--- src/rtl/mini_alu_seq.sv ---
// rtl/mini_alu_seq.sv - switch-driven sequential ALU with iterative shift-add multiply
module mini_alu_seq #(
    parameter int WIDTH = 4
) (
    input  logic                 clk,
    input  logic                 rst_n,
    input  logic                 start,
    input  logic [2*WIDTH+1:0]   switches,
    output logic [2*WIDTH+1:0]   leds
);
    localparam int RW = 2 * WIDTH;
    localparam int CW = (WIDTH > 1) ? $clog2(WIDTH) : 1;

    typedef enum logic [1:0] {
        IDLE = 2'd0,
        EXEC = 2'd1,
        DONE = 2'd2
    } state_t;

    localparam logic [1:0] OP_ADD = 2'b00;
    localparam logic [1:0] OP_SUB = 2'b01;
    localparam logic [1:0] OP_MUL = 2'b10;

    state_t           state, state_next;
    logic             s1, s2, s3;
    logic             go;
    logic [1:0]       op_q;
    logic [WIDTH-1:0] a_q, b_q;
    logic [RW-1:0]    acc, acc_sum, alu_val, exec_val, result;
    logic [CW-1:0]    cnt;
    logic             busy, done;
    logic             last_iter, capture;

    assign go = s2 & ~s3;

    always_ff @(posedge clk or negedge rst_n) begin
        if (!rst_n) begin
            s1 <= 1'b0;
            s2 <= 1'b0;
            s3 <= 1'b0;
        end else begin
            s1 <= start;
            s2 <= s1;
            s3 <= s2;
        end
    end

    always_ff @(posedge clk or negedge rst_n) begin
        if (!rst_n) state <= IDLE;
        else        state <= state_next;
    end

    always_comb begin
        state_next = state;
        capture    = 1'b0;
        last_iter  = (op_q != OP_MUL) || (cnt == CW'(WIDTH - 1));
        case (state)
            IDLE, DONE: begin
                if (go) begin
                    state_next = EXEC;
                    capture    = 1'b1;
                end
            end
            EXEC: begin
                if (last_iter) state_next = DONE;
            end
            default: state_next = IDLE;
        endcase
    end

    // One shift-add step: add A shifted by the current multiplier bit position.
    always_comb begin
        acc_sum = acc;
        if (b_q[cnt]) acc_sum = acc + (RW'(a_q) << cnt);
        case (op_q)
            OP_ADD:  alu_val = RW'(a_q) + RW'(b_q);
            OP_SUB:  alu_val = RW'(a_q) - RW'(b_q);
            default: alu_val = RW'(a_q ^ b_q);
        endcase
        exec_val = (op_q == OP_MUL) ? acc_sum : alu_val;
    end

    always_ff @(posedge clk or negedge rst_n) begin
        if (!rst_n) begin
            op_q   <= 2'b00;
            a_q    <= '0;
            b_q    <= '0;
            acc    <= '0;
            cnt    <= '0;
            result <= '0;
            busy   <= 1'b0;
            done   <= 1'b0;
        end else if (capture) begin
            op_q <= switches[RW+1:RW];
            a_q  <= switches[RW-1:WIDTH];
            b_q  <= switches[WIDTH-1:0];
            acc  <= '0;
            cnt  <= '0;
            busy <= 1'b1;
            done <= 1'b0;
        end else if (state == EXEC) begin
            if (last_iter) begin
                result <= exec_val;
                busy   <= 1'b0;
                done   <= 1'b1;
            end else begin
                acc <= acc_sum;
                cnt <= cnt + 1'b1;
            end
        end
    end

    assign leds = {done, busy, result};
endmodule

--- config.mk ---
export PLATFORM = sky130hd
export DESIGN_NAME = mini_alu_seq
export DESIGN_NICKNAME = d
export VERILOG_FILES = /design/src/rtl/mini_alu_seq.sv
export SDC_FILE = /design/constraint.sdc
export NUM_CORES = 1
export LEC_CHECK = 0
export BUFFER_PORTS_ARGS = -buffer_cell sky130_fd_sc_hd__buf_2
export CAP_MARGIN = 20
export CORE_ASPECT_RATIO = 1.4
export CORE_MARGIN = 2
export CORE_UTILIZATION = 40
export CTS_CLUSTER_SIZE = 24
export DETAILED_ROUTE_END_ITERATION = 12
export PLACE_DENSITY = 0.67
export SKIP_CTS_REPAIR_TIMING = 1
export SLEW_MARGIN = 30
export SYNTH_ARGS = -nofsm -noshare
export SYNTH_HDL_FRONTEND = slang
export SYNTH_SLANG_ARGS = --single-unit
--- constraint.sdc ---
create_clock -name clk -period 7.93 [get_ports clk]
set_clock_uncertainty 0.15 [all_clocks]
set_input_delay 1.1895 -clock clk [delete_from_list [all_inputs] [get_ports clk]]
set_output_delay 1.1895 -clock clk [all_outputs]
set_load 0.01 [all_outputs]
# ---- Word-level counts from Yosys, hierarchy flattened
# Cells that the tools add are included.
dict set report totals {
  reg_bits 35
  out_inout_bits 10
  input_bits 13
  wordCells 63
}
dict set report op_classes {
  order_cmp 1
  shift 1
  reduce_logical 10
  addsub 4
  mux 22
  bitwise 4
  eq_ne 9
}
# operator n
set op_table {}
lappend op_table {{$mux W8} 5}
lappend op_table {{$pmux W8 S2} 1}
lappend op_table {{$mux W2} 5}
lappend op_table {{$mux W1} 9}
lappend op_table {{$add A8 B8 Y8} 1}
lappend op_table {{$shl A4 B2 Y8} 1}
lappend op_table {{$eq A2 B2 Y1 const B} 3}
lappend op_table {{$ne A2 B2 Y1 const B} 3}
lappend op_table {{$reduce_and A2 Y1} 3}
lappend op_table {{$add A4 B4 Y5} 1}
lappend op_table {{$sub A4 B4 Y5} 1}
lappend op_table {{$eq A2 B1 Y1 const B} 2}
lappend op_table {{$logic_not A2 Y1} 2}
lappend op_table {{$pmux W2 S2} 1}
lappend op_table {{$reduce_bool A2 Y1} 2}
lappend op_table {{$xor A4 B4 Y4} 1}
lappend op_table {{$lt A2 B3 Y1 const B} 1}
lappend op_table {{$reduce_and A3 Y1} 1}
lappend op_table {{$add A2 B1 Y2 const B} 1}
lappend op_table {{$bmux W1 S2} 1}
lappend op_table {{$ne A2 B1 Y1 const B} 1}
lappend op_table {{$not A1 Y1} 2}
lappend op_table {{$reduce_or A2 Y1} 1}
lappend op_table {{$and A1 B1 Y1} 1}
lappend op_table {{$logic_or A1 B1 Y1} 1}

# ---- Depth between registers and ports, before layout
# Gate-level depths: netlist (run 1).
dict set report logic_depth {
  depth_word 6
  ltp_mapped 9
  ltp_nobuf 9
}

# ---- Least setup slack after synthesis (run 1)
# OpenSTA, ideal clock, no wires.
dict set report synth_timing {
  path_kind {register -> register}
  start {reg cnt[1]}
  end {reg result[4]}
  stages_incl_launch_ff 10
  synth_period_minus_slack_ns 2.503
  required_time_ns 7.703
  path_slack_ns 5.427
  path_buffers 1
  t_arrival_ns 2.276
  setup_ns 0.077
  path_cell_list {dfrtp_1 > clkbuf_1 > nor3_1 > ha_1 > fa_1 > and3_1 > or2_2 > xnor2_1 > a31o_2 > a21oi_1}
}
dict set report synth_between {
  elab_chain_len 4
  elab_cells_between_ends 9
  cone_classes {1 x add/sub; 1 x eq/ne; 1 x shift; 4 x mux; 2 x reduce/logical}
}
# element line_no
set synth_rtl {}
lappend synth_rtl {{from (decl)} 30} ;# logic [CW-1:0] cnt;
lappend synth_rtl {{from (signal assigned)} 108} ;# cnt <= cnt + 1'b1;
lappend synth_rtl {{$shl A4 B2 Y8 or $bmux W1 S2 (tied branches)} 74} ;# if (b_q[cnt]) acc_sum = acc + (RW'(a_q) << cnt);
lappend synth_rtl {{$add A8 B8 Y8 or $mux W1 (tied branches)} 74}
lappend synth_rtl {{$mux W8} 74}
lappend synth_rtl {{$mux W8} 80} ;# exec_val = (op_q == OP_MUL) ? acc_sum : alu_val;
lappend synth_rtl {{to (signal assigned)} 103} ;# result <= exec_val;
lappend synth_rtl {{to (decl)} 29} ;# logic [RW-1:0] acc, acc_sum, alu_val, exec_val, result;
# Several ways; a longest one is shown, not always the timed one. The select of a mux whose other input is x is not followed.
# A chain may end at the register's enable or synchronous reset.

# ---- Worst setup path in the final report (run 1)
dict set report layout_timing {
  start {reg cnt[0]}
  end {reg result[4]}
}
# The elaborated chain is that of the path after synthesis.

==> results of run 1 <==
==> where the power goes <==
part,switching [mW],internal [mW]
clock,0.0681,0.0936
combinational,0.141,0.112
sequential,0.0458,0.222
total,0.255,0.428
==> metal layers <==
layer,vias up,GRT usage,wire (µm)
li1,867,-,-
met1,824,0.222,2090
met2,39,0.283,2310
met3,7,0.0397,171
met4,0,0.0799,117
met5,-,0,0
==> per-stage QoR <==
stage	hold WS (ns)	cells	power [mW]	setup WS (ns)	utilization
global placement	0.185	312	0.517	5.40	0.444
finish	0.202	320	0.682	5.32	0.466
global route	0.215	320	0.739	5.12	0.466
floorplan	0.181	236	0.453	5.43	-
CTS	0.202	320	0.688	5.31	0.466
detailed placement	0.185	312	0.525	5.34	0.444
==> cell type report <==
cell class              count  area [µm²]
clock buffers               5        68.8
multi-input cells         178        1210
inverters                  10        37.5
clock inverters             3        43.8
repair buffers             23         118
flip-flops and latches     35         876
fillers                   528        2800
well taps                  66        82.6
==> how the worst max path moves through the flow <==
stage / cells after the start / start / end
2_1_floorplan: 9 / cnt[1] / result[4]
3_3_place_gp: 8 / cnt[0] / result[7]
3_5_place_dp: 8 / cnt[0] / result[4]
4_1_cts: 8 / cnt[0] / result[4]
5_1_grt: 8 / cnt[0] / result[5]
6_report: 8 / cnt[0] / result[4]
==> layout by cell type, fill, tap and decap left out, types with 5 or more instances in the layout <==
master / n
a21o_1: 6
a21oi_1: 16
a31oi_1: 5
and3_1: 6
buf_2: 22
clkbuf_8: 5
dfrtp_1: 35
ha_1: 16
inv_1: 10
mux2i_1: 8
nand2_1: 34
nand2b_1: 9
nand3_1: 5
nor2_1: 9
nor3_1: 7
o21ai_0: 14
==> worst max-delay path: stages, from the launching register on <==
cell     delay [ns]
dfrtp_1        0.57
mux2i_1        0.28
nor2_1         0.10
fa_1           0.44
and3_1         0.17
or2_2          0.30
xnor2_1        0.14
a31o_2         0.25
a21oi_1        0.13
==> logic make-up (layout without fill, tap and decap cells) <==
group / count (synthesis) / count (layout) / synth area share
buffers and inverters: 23 / 41 / 0.0463
DFF: 35 / 35 / 0.400
AOI/OAI and AO/OA: 60 / 60 / 0.175
xor gates and xnor gates: 2 / 2 / 0.00800
adders and majority gates: 19 / 19 / 0.119
muxes: 9 / 9 / 0.0469
and+or+nand+nor: 88 / 88 / 0.205
==> sequential cells by signal (all words and copies together) (netlist names) <==
register  flops
s1            1
b_q           4
s2            1
done          1
op_q          2
state         2
a_q           4
s3            1
result        8
busy          1
cnt           2
acc           8
==> summary.md, run 1 <==
| Metric | Value |
|---|---|
| Via count | `1737` |
| PortBufs | `22` |
| Synth top cells by count | `dfrtp_1, nand2_1, a21oi_1, ha_1, o21ai_0` |
| Endpoint class of the critical path | `flip-flop` |
| Min-Delay Endpoint | `s2` |
| Fmax | `383 MHz` |
| Rows | `31` |
| DR iter-0 viols | `52` |
| Final period utilization | `0.329` |
| Worst hold path type | `reg2reg` |
| Max FO, Critical Path | `11` |
| Vias per cell | `5.43` |
| Crit path arrival time | `2.67 ns` |
| Number of synthesized flops with an enable pin | `0` |
| Worst slew pin tran | `0.897 ns` |
| R2R setup slack | `5.32 ns` |
| Max-slew violations | `0` |
| Layout area overhead | `11.4%` |
| Dpl cell area | `2330 µm²` |
| Detailed Place HPWL | `3560 µm` |
| Critical path class | `reg2reg` |
| First-pass GRT wire length | `8170 µm` |
| Startpoint class of the critical path | `flip-flop` |
| Routed length per instance | `14.6 µm` |
| # nets final | `285` |
| Clock Latency Late Sink | `0.29 ns` |
| Clock Pin Slew Worst Setup and Hold Paths | `0.07 ns` |
| CTS Buf Count | `5` |
| Drc violations | `0` |
| Root buffer cell | `clkbuf_8` |
| Largest area contributor in the netlist | `dfrtp_1` |
| Placer Congestion | `0.906` |
| IO Pins | `23` |
| Initial antenna violation count | `0` |
| Final setup viols | `0` |
| Antenna diode count | `0` |
| Detailed Routing Iterations Pass 1 | `4` |
| R2R cell count | `8` |
| Fin. Hold Viols | `0` |
| Number of global-route vias before repair | `1694` |
| Max VDD drop | `0.169 mV` |
| Die area | `6090 µm²` |
| Largest net degree at the start of global routing | `36` |
| Overall Global Routing Usage | `0.177` |
| Routed WL | `4690 µm` |
| Slew HR | `0.400` |
| Mapped Area | `2190 µm²` |
| Die W | `66.5 µm` |
| Seq cells post-synth | `35` |
| RSZ-0062 raised after global routing | `false` |
| Req. time, crit path | `7.99 ns` |
| Final TNS setup | `0 ns` |
| Power Density | `280 nW/µm²` |
| Die Y | `91.5 µm` |
| Maxcap violations | `0` |
| Grt total ovfl | `0` |
| Commonest register cell after synthesis | `dfrtp_1` |
| Top-count cell post-synth | `dfrtp_1` |
| Post-layout min period | `2.61 ns` |
| Syn. warnings | `0` |
| Synth async-reset ratio | `1.00` |
| Leak | `1.21 nW` |
| Critical R2R Capture | `result[4]` |
| Initial Utilization | `0.418` |
| Hold Crit Start | `s1` |
| Clk sinks | `35` |
| RR Startpoint | `cnt[0]` |
| Sequential fraction of the synthesis area | `0.400` |
| Post-route cell area | `2440 µm²` |
| H-Tree Depth | `2` |
| Syn_nets | `268` |
| TritonCTS clock tree | `yes` |
| Final ANT Viol Nets | `0` |
| Core ar. | `5240 µm²` |
| Unique masters post-synth | `42` |
| Mapped Cells | `236` |
| Area share of the largest cell type after synthesis | `0.400` |
| Hold path depth | `0` |
| Outcome | `finished clean` |
| Clk buf depth | `2` |
| Share of cells above drive strength 1 | `0.142` |
| Dominant cells by area after synthesis | `dfrtp_1, ha_1, nand2_1` |
| Syn avg cell area | `9.28 µm²` |
Power figures use the tool's default switching activity.
==> inputs of run 2 (changes only) <==
--- a/config.mk
+++ b/config.mk
@@ -12,7 +12,7 @@
 export CORE_UTILIZATION = 40
 export CTS_CLUSTER_SIZE = 24
 export DETAILED_ROUTE_END_ITERATION = 12
-export PLACE_DENSITY = 0.67
+export PLACE_DENSITY = 0.69
 export SKIP_CTS_REPAIR_TIMING = 1
 export SLEW_MARGIN = 30
 export SYNTH_ARGS = -nofsm -noshare
==> constraint.sdc (replaced) <==
create_clock -name clk -period 2.2 [get_ports clk]
set_clock_uncertainty 0.15 [all_clocks]
set_input_delay 0.33 -clock clk [delete_from_list [all_inputs] [get_ports clk]]
set_output_delay 0.33 -clock clk [all_outputs]
set_load 0.01 [all_outputs]
==> summary.md, run 2 (synthesized netlist as in run 1, its figures left out) <==
| Metric | Value |
|---|---|
| Outcome | `finished, violations left` |
| Failing checks | `negative hold slack, negative setup slack` |
| Layout area overhead | `24.6%` |
| Critical path class | `reg2reg` |
| Area of the multi-input gates | `1300 µm² (+7.4%)` |
| NetSw | `0.988 mW (+290%)` |
| Seq. cell area | `878 µm² (+0.29%)` |
| Detailed Routing Iterations Pass 1 | `4 (unchanged)` |
| Critical Path End | `result[3]` |
| TritonCTS clock tree | `yes` |
| Final period utilization | `1.05 (+0.722)` |
| Dpl ws | `-0.222 ns (-5.56 ns)` |
| Max FO, Critical Path | `8 (-3)` |
| Seq pwr share | `0.358 (-0.035)` |
| Overall Global Routing Usage | `0.186 (+0.00960)` |
| Commonest non-fill, non-tap cells in the layout | `nand2_1, dfrtp_1, buf_4, buf_2, ha_1` |
| Max VDD drop | `0.529 mV (+210%)` |
| Final hold slack | `-0.0391 ns (-0.241 ns)` |
| Clk pwr share | `0.183 (-0.054)` |
| Clk buf depth | `2 (unchanged)` |
| CP peak stage delay | `0.47 ns (-0.10 ns)` |
| Req. time, crit path | `2.22 ns (-5.77 ns)` |
| Crit path arrival time | `2.34 ns (-0.33 ns)` |
| DP Cell Count | `339 (+8.7%)` |
| First-pass GRT wire length | `8660 µm (+6.0%)` |
| Power Density | `954 nW/µm² (+240%)` |
| R2R cell count | `8 (unchanged)` |
| Sw Ratio | `0.380 (+0.00669)` |
| PortBufs | `22 (unchanged)` |
| Initial antenna violation count | `0 (unchanged)` |
| Share of cells above drive strength 1 | `0.297 (+0.155)` |
| Largest regs | `acc (8), result (8)` |
| Post-Layout Cell Count | `349 (+9.1%)` |
| # nets final | `314 (+10%)` |
| Rows | `31 (unchanged)` |
| Clk sinks | `35 (unchanged)` |
| Number of fill cells | `492 (-6.8%)` |
| CP cell instances | `mux2i_2 > o21ai_1 > ha_1 > and3_4 > or3_4 > a31oi_1 > or3_1 > nand3_1` |
| Detailed Place HPWL | `3850 µm (+8.1%)` |
| Startpoint class of the critical path | `flip-flop` |
| Initial Utilization | `0.418 (unchanged)` |
| Clock Pin Slew Worst Setup and Hold Paths | `0.08 ns (about the same)` |
| Power consumption | `2.60 mW (+280%)` |
| Die area | `6090 µm² (unchanged)` |
| Worst slew pin tran | `0.772 ns (-0.125 ns)` |
| Post-layout min period | `2.31 ns (-0.297 ns)` |
| IO Pins | `23 (unchanged)` |
| Grt total ovfl | `0 (unchanged)` |
| Slowest cell on crit path | `dfrtp_2` |
| Die Y | `91.5 µm (unchanged)` |
| Routed length per instance | `14.3 µm (-2.6%)` |
| Final WS setup | `-0.114 ns (-5.43 ns)` |
| Placer Congestion | `0.885 (-2.3%)` |
| Drc violations | `0 (unchanged)` |
| RR Startpoint | `cnt[0]` |
| Int Pwr | `1.61 mW (+280%)` |
| Maxcap violations | `0 (unchanged)` |
| Final core utilization | `0.521 (+0.0552)` |
| RSZ-0062 raised after global routing | `true` |
| Fin. Hold Viols | `35 (+35)` |
| H-Tree Depth | `2 (unchanged)` |
| Clock Latency Late Sink | `0.29 ns (about the same)` |
| Fmax | `432 MHz (+13%)` |
| Critical R2R Capture | `result[3]` |
| Die W | `66.5 µm (unchanged)` |
| Final ANT Viol Nets | `0 (unchanged)` |
| Max-slew violations | `0 (unchanged)` |
| Core ar. | `5240 µm² (unchanged)` |
| R2R setup slack | `-0.11 ns (-5.43 ns)` |
| Slew HR | `0.485 (+0.0856)` |
| Endpoint class of the critical path | `flip-flop` |
| CTS Buf Count | `5 (unchanged)` |
| DR iter-0 viols | `72 (+38%)` |
| Final setup viols | `9 (+9)` |
| Worst setup startpoint | `cnt[0]` |
| Commonest non-fill, non-tap cell in the layout | `nand2_1` |
| Comb power frac | `0.459 (+0.089)` |
| Leak | `1.34 nW (+10%)` |
| Worst hold path type | `in2async` |
| Largest net degree at the start of global routing | `36 (unchanged)` |
| Number of global-route vias before repair | `1895 (+12%)` |
| Antenna diode count | `0 (unchanged)` |
| Routed WL | `4980 µm (+6.3%)` |
| Vias per cell | `5.28 (-2.8%)` |
| Root buffer cell | `clkbuf_8` |
| Via count | `1842 (+6.0%)` |
-- run 2: worst min path at each step --
stage | start | depth (start not counted) | slack [ns] | end
after floorplan | rst_n | 0 | -0.12 | a_q[0]
after global placement | s1 | 0 | 0.18 | s2
after detailed placement | s1 | 0 | 0.20 | s2
after CTS | start | 1 | -0.01 | s1
after global routing | rst_n | 1 | 0.02 | cnt[0]
final | rst_n | 1 | -0.04 | a_q[3]
-- run 2: critical path: cells and delay by family (launching register included) --
kind | cells | cell delay, ns
adder cells (fa/ha/maj) | 1 | 0.36
flip-flops | 1 | 0.47
AND/OR/NAND/NOR | 4 | 0.72
multiplexers | 1 | 0.25
AO/OA/AOI/OAI | 2 | 0.24
-- run 2: layout make-up --
type,instances,share of cell area
clock buffer,5,0.0252
clock inverter,3,0.00734
inverter,10,0.0138
multi-input combinational,178,0.478
sequential,35,0.322
tap,66,0.0303
timing repair buffer,52,0.124
-- run 2: metal layers --
layer  global-route usage  vias to the layer above  routed length, µm
met2                0.322                       33               2600
met3               0.0297                        7                142
met4               0.0663                        0                 78
li1                     -                      927                  -
met1                0.228                      875               2160
met5                    0                        -                  0
-- run 2: metrics by stage --
stage | TNS (ns) | hold slack (ns) | area, µm²
after floorplan | -0.0300 | -0.116 | 2230
after global placement | -0.914 | 0.184 | 2550
after detailed placement | -1.70 | 0.197 | 2550
after CTS | -1.95 | -0.0133 | 2640
after global routing | -1.99 | 0.0233 | 2730
final | -0.656 | -0.0391 | 2730
-- run 2: power groups by stage --
stage               Clock (mW)  Combinational [mW]  Sequential (mW)
floorplan                    0               0.711            0.947
finish                   0.476                1.19            0.932
global placement             0                1.10            0.932
global route             0.516                1.33            0.958
CTS                      0.484                1.12            0.926
detailed placement           0                1.12            0.939
==> inputs of run 3 (changes only) <==
--- a/config.mk
+++ b/config.mk
@@ -7,14 +7,13 @@
 export LEC_CHECK = 0
 export BUFFER_PORTS_ARGS = -buffer_cell sky130_fd_sc_hd__buf_2
 export CAP_MARGIN = 20
-export CORE_ASPECT_RATIO = 1.4
-export CORE_MARGIN = 2
+export CORE_ASPECT_RATIO = 1.2
+export CORE_MARGIN = 5
 export CORE_UTILIZATION = 40
 export CTS_CLUSTER_SIZE = 24
 export DETAILED_ROUTE_END_ITERATION = 12
 export PLACE_DENSITY = 0.69
 export SKIP_CTS_REPAIR_TIMING = 1
-export SLEW_MARGIN = 30
 export SYNTH_ARGS = -nofsm -noshare
 export SYNTH_HDL_FRONTEND = slang
 export SYNTH_SLANG_ARGS = --single-unit
==> summary.md, run 3 (synthesized netlist as in run 1, its figures left out) <==
| Metric | Value |
|---|---|
| Outcome | `finished, violations left` |
| Failing checks | `negative hold slack, negative setup slack` |
| Number of global-route vias before repair | `1836 (-3.1%)` |
| Final period utilization | `1.09 (+0.0346)` |
| Die W | `77.5 µm (+17%)` |
| RSZ-0062 raised after global routing | `true` |
| Routed length per instance | `15.0 µm (+5.3%)` |
| Dpl cell area | `2570 µm² (+0.88%)` |
| Commonest non-fill, non-tap cell in the layout | `nand2_1` |
| Post-layout min period | `2.39 ns (+0.0760 ns)` |
| Int Pwr | `1.73 mW (+7.4%)` |
| Fin. Hold Viols | `35 (unchanged)` |
| Antenna diode count | `0 (unchanged)` |
| Clk sinks | `35 (unchanged)` |
| Routed WL | `5240 µm (+5.3%)` |
| Layout area overhead | `27.3%` |
| Endpoint class of the critical path | `flip-flop` |
| Max VDD drop | `0.401 mV (-24%)` |
| Rows | `29 (-6.5%)` |
| Max-slew violations | `0 (unchanged)` |
| DR iter-0 viols | `118 (+64%)` |
| Final ANT Viol Nets | `0 (unchanged)` |
| Crit path arrival time | `2.45 ns (+0.11 ns)` |
| First-pass GRT wire length | `8830 µm (+2.0%)` |
| Clock Latency Late Sink | `0.28 ns (about the same)` |
| Sw Ratio | `0.363 (-0.0168)` |
| # nets final | `318 (+1.3%)` |
| CP bufs+invs | `0 (unchanged)` |
| Post-Layout Cell Count | `349 (unchanged)` |
| Largest net degree at the start of global routing | `36 (unchanged)` |
| CP peak stage delay | `0.45 ns (-0.02 ns)` |
| Clk pwr share | `0.189 (+0.006)` |
| Comb power frac | `0.469 (+0.010)` |
| Detailed Routing Iterations Pass 1 | `4 (unchanged)` |
| Share of cells above drive strength 1 | `0.300 (+0.00283)` |
| Top delay family on crit path | `compound AO/OA/AOI/OAI gates` |
| Worst hold path type | `in2async` |
| Worst slew pin tran | `0.772 ns (+0.000165 ns)` |
| Core ar. | `5300 µm² (+1.2%)` |
| Final setup viols | `10 (+1)` |
| R2R cell count | `8 (unchanged)` |
| Slew HR | `0.485 (about the same)` |
| Req. time, crit path | `2.26 ns (+0.04 ns)` |
| Via count | `1846 (+0.22%)` |
| Clk buf depth | `2 (unchanged)` |
| Largest regs | `acc (8), result (8)` |
| Startpoint class of the critical path | `flip-flop` |
| Leak | `1.37 nW (+2.8%)` |
| Die area | `7060 µm² (+16%)` |
| Final TNS setup | `-1.23 ns (-0.574 ns)` |
| Vias per cell | `5.29 (+0.22%)` |
| Fmax | `418 MHz (-3.2%)` |
| Detailed Place HPWL | `3840 µm (-0.25%)` |
| H-Tree Depth | `2 (unchanged)` |
| Initial Utilization | `0.413 (-0.00484)` |
| CP cell instances | `mux2i_2 > mux2i_1 > ha_1 > a21o_1 > or2_4 > xnor2_4 > a31o_2 > a21oi_1` |
| Maxcap violations | `0 (unchanged)` |
| Slowest cell on crit path | `dfrtp_2` |
| Seq pwr share | `0.342 (-0.016)` |
| Post-route cell area | `2790 µm² (+2.2%)` |
| Placer Congestion | `0.932 (+5.3%)` |
| Power consumption | `2.72 mW (+4.5%)` |
| R2R setup slack | `-0.19 ns (-0.08 ns)` |
| CTS Buf Count | `5 (unchanged)` |
| Power Density | `976 nW/µm² (+2.3%)` |
| RR Startpoint | `cnt[0]` |
| Max FO, Critical Path | `6 (-2)` |
| Root buffer cell | `clkbuf_8` |
| Critical path class | `reg2reg` |
| DP Cell Count | `337 (-0.59%)` |
| Drc violations | `0 (unchanged)` |
| Commonest non-fill, non-tap cells in the layout | `nand2_1, dfrtp_1, buf_4, buf_2, ha_1` |
| Critical R2R Capture | `result[4]` |
| Clock Pin Slew Worst Setup and Hold Paths | `0.07 ns (about the same)` |
| NetSw | `0.988 mW (about the same)` |
| PortBufs | `22 (unchanged)` |
| IO Pins | `23 (unchanged)` |
| Grt total ovfl | `0 (unchanged)` |
| Final hold slack | `-0.0427 ns (-0.00356 ns)` |
| Die Y | `91.1 µm (-0.54%)` |
| Final WS setup | `-0.190 ns (-0.0760 ns)` |
| TritonCTS clock tree | `yes` |
| Final core utilization | `0.526 (+0.00507)` |
| Initial antenna violation count | `0 (unchanged)` |
| Overall Global Routing Usage | `0.156 (-0.0298)` |
## run 3: changes by cell type in the layout (fill, tap and decap cells not counted), moves of 2 or more
cell / previous run / this run
clkbuf_8: 5 / 7
mux2i_2: 3 / 5
clkinvlp_4: 2 / 0
buf_4: 29 / 32
mux2i_1: 5 / 3
## run 3: per-layer routing
| layer | wire (µm) | track usage |
|---|---|---|
| met1 | 2420 | 0.199 |
| met2 | 2500 | 0.254 |
| met3 | 191 | 0.0396 |
| met4 | 136 | 0.0602 |
| met5 | 0 | 0 |
## run 3: worst max path at each step
stage / from / end / slack (ns) / depth (start not counted)
2_1_floorplan: cnt[0] / result[4] / -0.03 / 9
3_3_place_gp: cnt[0] / result[7] / -0.18 / 8
3_5_place_dp: cnt[0] / result[7] / -0.24 / 8
4_1_cts: cnt[0] / result[6] / -0.28 / 8
5_1_grt: cnt[0] / result[5] / -0.31 / 8
6_report: cnt[0] / result[4] / -0.19 / 8
## run 3: power groups by stage
stage               Combinational, mW  Sequential (mW)  Clock [mW]
floorplan                       0.711            0.947           0
global placement                 1.12            0.930           0
detailed placement               1.14            0.934           0
CTS                              1.15            0.922       0.524
global route                     1.42            0.952       0.562
finish                           1.27            0.930       0.515
## run 3: layout make-up
| class | instances | area, µm² |
|---|---|---|
| well taps | 62 | 77.6 |
| repair buffers | 56 | 380 |
| multi-input cells | 178 | 1310 |
| clock buffers | 8 | 100 |
| inverters | 10 | 37.5 |
| flip-flops and latches | 35 | 878 |
| fillers | 478 | 2510 |
## run 3: worst register-to-register path: stages (launching register included)
cell and delay [ns]:
dfrtp_2 0.45, mux2i_2 0.26, mux2i_1 0.12, ha_1 0.34, a21o_1 0.22, or2_4 0.28, xnor2_4 0.13, a31o_2 0.25
a21oi_1 0.11
## run 3: per-stage QoR
stage                     hold slack (ns)  worst slack, ns
after floorplan                    -0.116          -0.0258
after global placement              0.188           -0.180
after detailed placement            0.188           -0.242
after CTS                        -0.00649           -0.276
after global routing               0.0352           -0.310
final                             -0.0427           -0.190
